[config.mk]
export PLATFORM = sky130hd
export DESIGN_NAME = udp_pixel_unpacker
export DESIGN_NICKNAME = d
export VERILOG_FILES = /design/src/rtl/panel_pkg.sv /design/src/rtl/udp_pixel_unpacker.sv
export SDC_FILE = /design/constraint.sdc
export NUM_CORES = 1
export LEC_CHECK = 0
export CAP_MARGIN = 40
export CORE_ASPECT_RATIO = 0.7
export CORE_MARGIN = 2
export CORE_UTILIZATION = 45
export DETAILED_ROUTE_END_ITERATION = 8
export GPL_ROUTABILITY_DRIVEN = 0
export GPL_TIMING_DRIVEN = 0
export PLACE_DENSITY = 0.79
export SLEW_MARGIN = 40
export SYNTH_ARGS = -nofsm -noshare
export SYNTH_HDL_FRONTEND = slang
export SYNTH_SLANG_ARGS = --single-unit
[constraint.sdc]
create_clock -name clock -period 3.55 [get_ports clock]
set_input_delay 0.71 -clock clock [delete_from_list [all_inputs] [get_ports clock]]
set_output_delay 0.71 -clock clock [all_outputs]
set_load 0.005 [all_outputs]
[src/rtl/panel_pkg.sv]
// Shared constants and FSM state encoding for the UDP pixel unpacker and the
// ledpanel control bus.
package panel_pkg;

  localparam int PANEL_COUNT = 6;
  localparam int ADDR_W      = 16;
  localparam int DATA_W      = 24;

  localparam logic [7:0] ID_LED       = 8'h00;
  localparam logic [7:0] ID_BROADCAST = 8'hFF;

  typedef enum logic [2:0] {
    HDR_ID  = 3'd0,
    ADDR_HI = 3'd1,
    ADDR_LO = 3'd2,
    PIX_R   = 3'd3,
    PIX_G   = 3'd4,
    PIX_B   = 3'd5,
    LED_ARG = 3'd6,
    DRAIN   = 3'd7
  } state_t;

endpackage

[src/rtl/udp_pixel_unpacker.sv]
// Parses UDP payloads (ID, big-endian start address, RGB triples) into one
// single-cycle write per pixel on the shared ledpanel control bus.
module udp_pixel_unpacker
  import panel_pkg::*;
#(
  parameter int PANEL_COUNT = panel_pkg::PANEL_COUNT,
  parameter int EN_WIDTH    = 8
) (
  input  logic                clock,
  input  logic                reset,
  input  logic                udp0_source_valid,
  input  logic                udp0_source_last,
  output logic                udp0_source_ready,
  input  logic [7:0]          udp0_source_data,
  input  logic                udp0_source_error,
  output logic [EN_WIDTH-1:0] ctrl_en,
  output logic [3:0]          ctrl_wr,
  output logic [ADDR_W-1:0]   ctrl_addr,
  output logic [DATA_W-1:0]   ctrl_wdat,
  output logic                led_reg,
  output logic [2:0]          fsm_state
);

  // Handshake: a byte transfers on every rising clock where valid and ready
  // are both high; ready is never withdrawn once out of reset.

  state_t                state;
  logic [EN_WIDTH-1:0]   en_mask;
  logic [ADDR_W-1:0]     addr;
  logic [7:0]            r_byte;
  logic [7:0]            g_byte;
  logic                  accept;
  logic                  abort;
  logic                  id_is_panel;

  assign accept      = udp0_source_valid & udp0_source_ready;
  assign abort       = udp0_source_last & udp0_source_error;
  assign id_is_panel = (udp0_source_data != ID_LED) &&
                       (udp0_source_data <= 8'(PANEL_COUNT));
  assign fsm_state   = state;

  always_ff @(posedge clock or posedge reset) begin
    if (reset) begin
      state             <= HDR_ID;
      udp0_source_ready <= 1'b0;
      en_mask           <= '0;
      addr              <= '0;
      r_byte            <= '0;
      g_byte            <= '0;
      ctrl_en           <= '0;
      ctrl_wr           <= '0;
      ctrl_addr         <= '0;
      ctrl_wdat         <= '0;
      led_reg           <= 1'b0;
    end else begin
      udp0_source_ready <= 1'b1;
      ctrl_en           <= '0;
      ctrl_wr           <= '0;
      if (accept) begin
        case (state)
          HDR_ID: begin
            if (id_is_panel) begin
              en_mask <= EN_WIDTH'(1) << (udp0_source_data - 8'd1);
              state   <= ADDR_HI;
            end else if (udp0_source_data == ID_BROADCAST) begin
              en_mask <= '1;
              state   <= ADDR_HI;
            end else if (udp0_source_data == ID_LED) begin
              state <= LED_ARG;
            end else begin
              state <= DRAIN;
            end
          end
          ADDR_HI: begin
            addr[15:8] <= udp0_source_data;
            state      <= ADDR_LO;
          end
          ADDR_LO: begin
            addr[7:0] <= udp0_source_data;
            state     <= PIX_R;
          end
          PIX_R: begin
            r_byte <= udp0_source_data;
            state  <= PIX_G;
          end
          PIX_G: begin
            g_byte <= udp0_source_data;
            state  <= PIX_B;
          end
          PIX_B: begin
            // An errored packet loses the pixel its final byte would complete.
            if (!abort) begin
              ctrl_en   <= en_mask;
              ctrl_wr   <= 4'b0111;
              ctrl_addr <= addr;
              ctrl_wdat <= {r_byte, g_byte, udp0_source_data};
            end
            addr  <= addr + 16'd1;
            state <= PIX_R;
          end
          LED_ARG: begin
            if (!abort) led_reg <= udp0_source_data[0];
            state <= DRAIN;
          end
          default: state <= DRAIN;
        endcase
        if (udp0_source_last) state <= HDR_ID;
      end
    end
  end

endmodule

==> reports/metrics.csv <==
metric;value;unit
drcViolationCount;0;
crit_required;3.79;ns
rows;29;
drt_iter0_drc;216;
regToRegSetupSlack;1.19;ns
syn_area_per_cell;11.5;µm²
postCtsResizedCells;0;
wire_per_inst;17.6;µm
fin_crit;2.94;ns
rr_startpoint;udp0_source_ready;
fmax;0.340;GHz
start_util;0.466;
worst_slew_pin_slew;0.836;ns
cts-htree-levels;3;
worstRegToRegCells;6;
critPathKind;in2reg;
dp_hpwl;7.02;mm
io_pins;70;
diodes;0;
die_w;120;µm
setup_viol;0;
cts_tree;built;
ys_ff_latch;94;
yosys.area.top_type;dfrtp_1;
cts_hold_buf;0;
gr-total-overflow;0;
final_cell_area;5440;µm²
grt_usage;0.209;
wirelength;10.1;mm
hp-start;led_reg;
status;finished, final reports clean;
grt_pass1_vias;3202;
top_register;ctrl_wdat;
slew_headroom;0.441;
synth_cells;372;
die_h;85.4;µm
antenna_left;0;
cp.arrival;3.18;ns
area_delta_synth_final;27.6;%
clk_latency;0.35;ns
syn-num-nets;389;
netlist_top_cells_area;dfrtp_1 (55%), mux2_2 (14%), o21ai_0 (3.5%), nor2_1 (2.3%), nand2_1 (1.7%);
finalHoldViolations;0;
io_buffers;64;
grt_first_pass_wirelength;16.6;mm
fin_worst_skew;0.00900;ns
vias;3237;
synth_most_common_cell;dfrtp_1;
worst_hold_slack;0.493;ns
antenna_found_initial;0;
path_clk_slew;0.07;ns
synthArstFlopShare;1.00;
drive_above_1_share;0.208;
p_per_area;709;nW/µm²
top_regs;ctrl_wdat (24), addr (16), ctrl_addr (16);
yosysUniqueCellTypes;52;
timing.max_cap.violations;0;
largest_reg_flops;24;
rsz0062_at_grt;false;
drt_pass1_iterations;4;
min-delay-path-class;reg2reg;
synth_warnings;0;
critPathLaunchType;input port;
seq_area_frac_synth;0.552;
clock-sinks;94;
clockBufferDepth;2;
peakVddDrop;0.000378;V
worst-path-max-fanout;9;
synth_common_cells;dfrtp_1 (94), mux2_2 (53), o21ai_0 (30);
cp-end-kind;flip-flop;
placed_area;5090;µm²
p_leak;2.40;nW
synth_edf_count;0;
drv_slew;0;
cts_setup_buffers;0;
fin_nets;465;
cts_buffers;9;
syn-cell-area;4260;µm²
fin_util;0.595;
grt_max_degree;65;
root_buffer;clkbuf_16;
core_area;9140;µm²
viasPerCell;5.61;
synth_top_cell_area_share;0.552;
timing.final.crit_share;0.827;
die_area;10300;µm²
min_path_cells;2;
min_to;led_reg;
synth_flop_cell;dfrtp_1;
r2r-end;ctrl_wdat[1];
## per-layer routing
layer	part of all wire	up-vias	routed length, µm	global-route usage
li1	-	1485	-	-
met1	0.47	1605	4740	0.296
met2	0.43	131	4360	0.298
met3	0.087	16	884	0.0726
met4	0.015	0	153	0.0751
met5	0	-	0	0
## report_power, final
group / internal [mW] / switching (mW) / total (mW)
combinational: 0.634 / 0.409 / 1.04
clock: 0.692 / 0.416 / 1.11
sequential: 1.43 / 0.274 / 1.70
## cell usage in the layout (no fill, tap or decap), types with 6 or more instances in the layout
| cell | count |
|---|---|
| dfrtp_1 | 94 |
| clkdlybuf4s50_1 | 64 |
| mux2_2 | 53 |
| o21ai_0 | 30 |
| nor2_1 | 26 |
| nand2_1 | 19 |
| clkbuf_1 | 12 |
| a21oi_1 | 12 |
| and3_1 | 11 |
| nand3_1 | 10 |
| clkbuf_16 | 9 |
| buf_2 | 8 |
| inv_1 | 7 |
| o31ai_1 | 6 |
## through the flow
step / setup slack, ns / std cells / setup TNS (ns) / power, mW
final: 0.613 / 577 / 0 / 3.86
after global routing: 0.454 / 577 / 0 / 4.07
after CTS: 0.637 / 577 / 0 / 3.88
after detailed placement: 0.267 / 561 / 0 / 2.75
after global placement: -0.865 / 560 / -80.70 / 2.69
after floorplan: 0.391 / 372 / 0 / 2.18
## worst max-delay path: stages
cell and delay, ns:
clkdlybuf4s50_1 0.68, inv_1 0.22, ha_1 0.34, nor2b_1 0.21, nor4_4 0.49, nand2_2 0.19
o31ai_1 0.32
## worst max path at each step
stage                        startpoint            to  slack (ns)
finish              udp0_source_data[0]    en_mask[0]        0.61
global route        udp0_source_data[0]    en_mask[0]        0.45
CTS                 udp0_source_data[0]    en_mask[0]        0.64
detailed placement  udp0_source_data[0]    en_mask[0]        0.27
global placement                  reset  ctrl_addr[9]       -0.87
floorplan                         reset       addr[0]        0.39
## area by class of cell
| type | count | area [µm²] |
|---|---|---|
| Sequential cell | 94 | 2350 |
| Timing Repair Buffer | 65 | 668 |
| Inverter | 8 | 35.0 |
| Buffer | 24 | 119 |
| Clock buffer | 9 | 225 |
| Tap cell | 124 | 155 |
| Multi-Input combinational cell | 246 | 1760 |
| Clock inverter | 7 | 121 |
| Fill cell | 756 | 3710 |
## cells by family after synthesis
| kind of cell | Yosys count | synth area share |
|---|---|---|
| buf+inv | 32 | 0.0349 |
| fa+ha+maj | 4 | 0.0117 |
| xor+xnor | 2 | 0.00411 |
| simple gates | 105 | 0.138 |
| mux | 54 | 0.143 |
| compound gates | 79 | 0.115 |
| other cells | 2 | 0.00176 |
| flops | 94 | 0.552 |
Power figures use the tool's default switching activity.
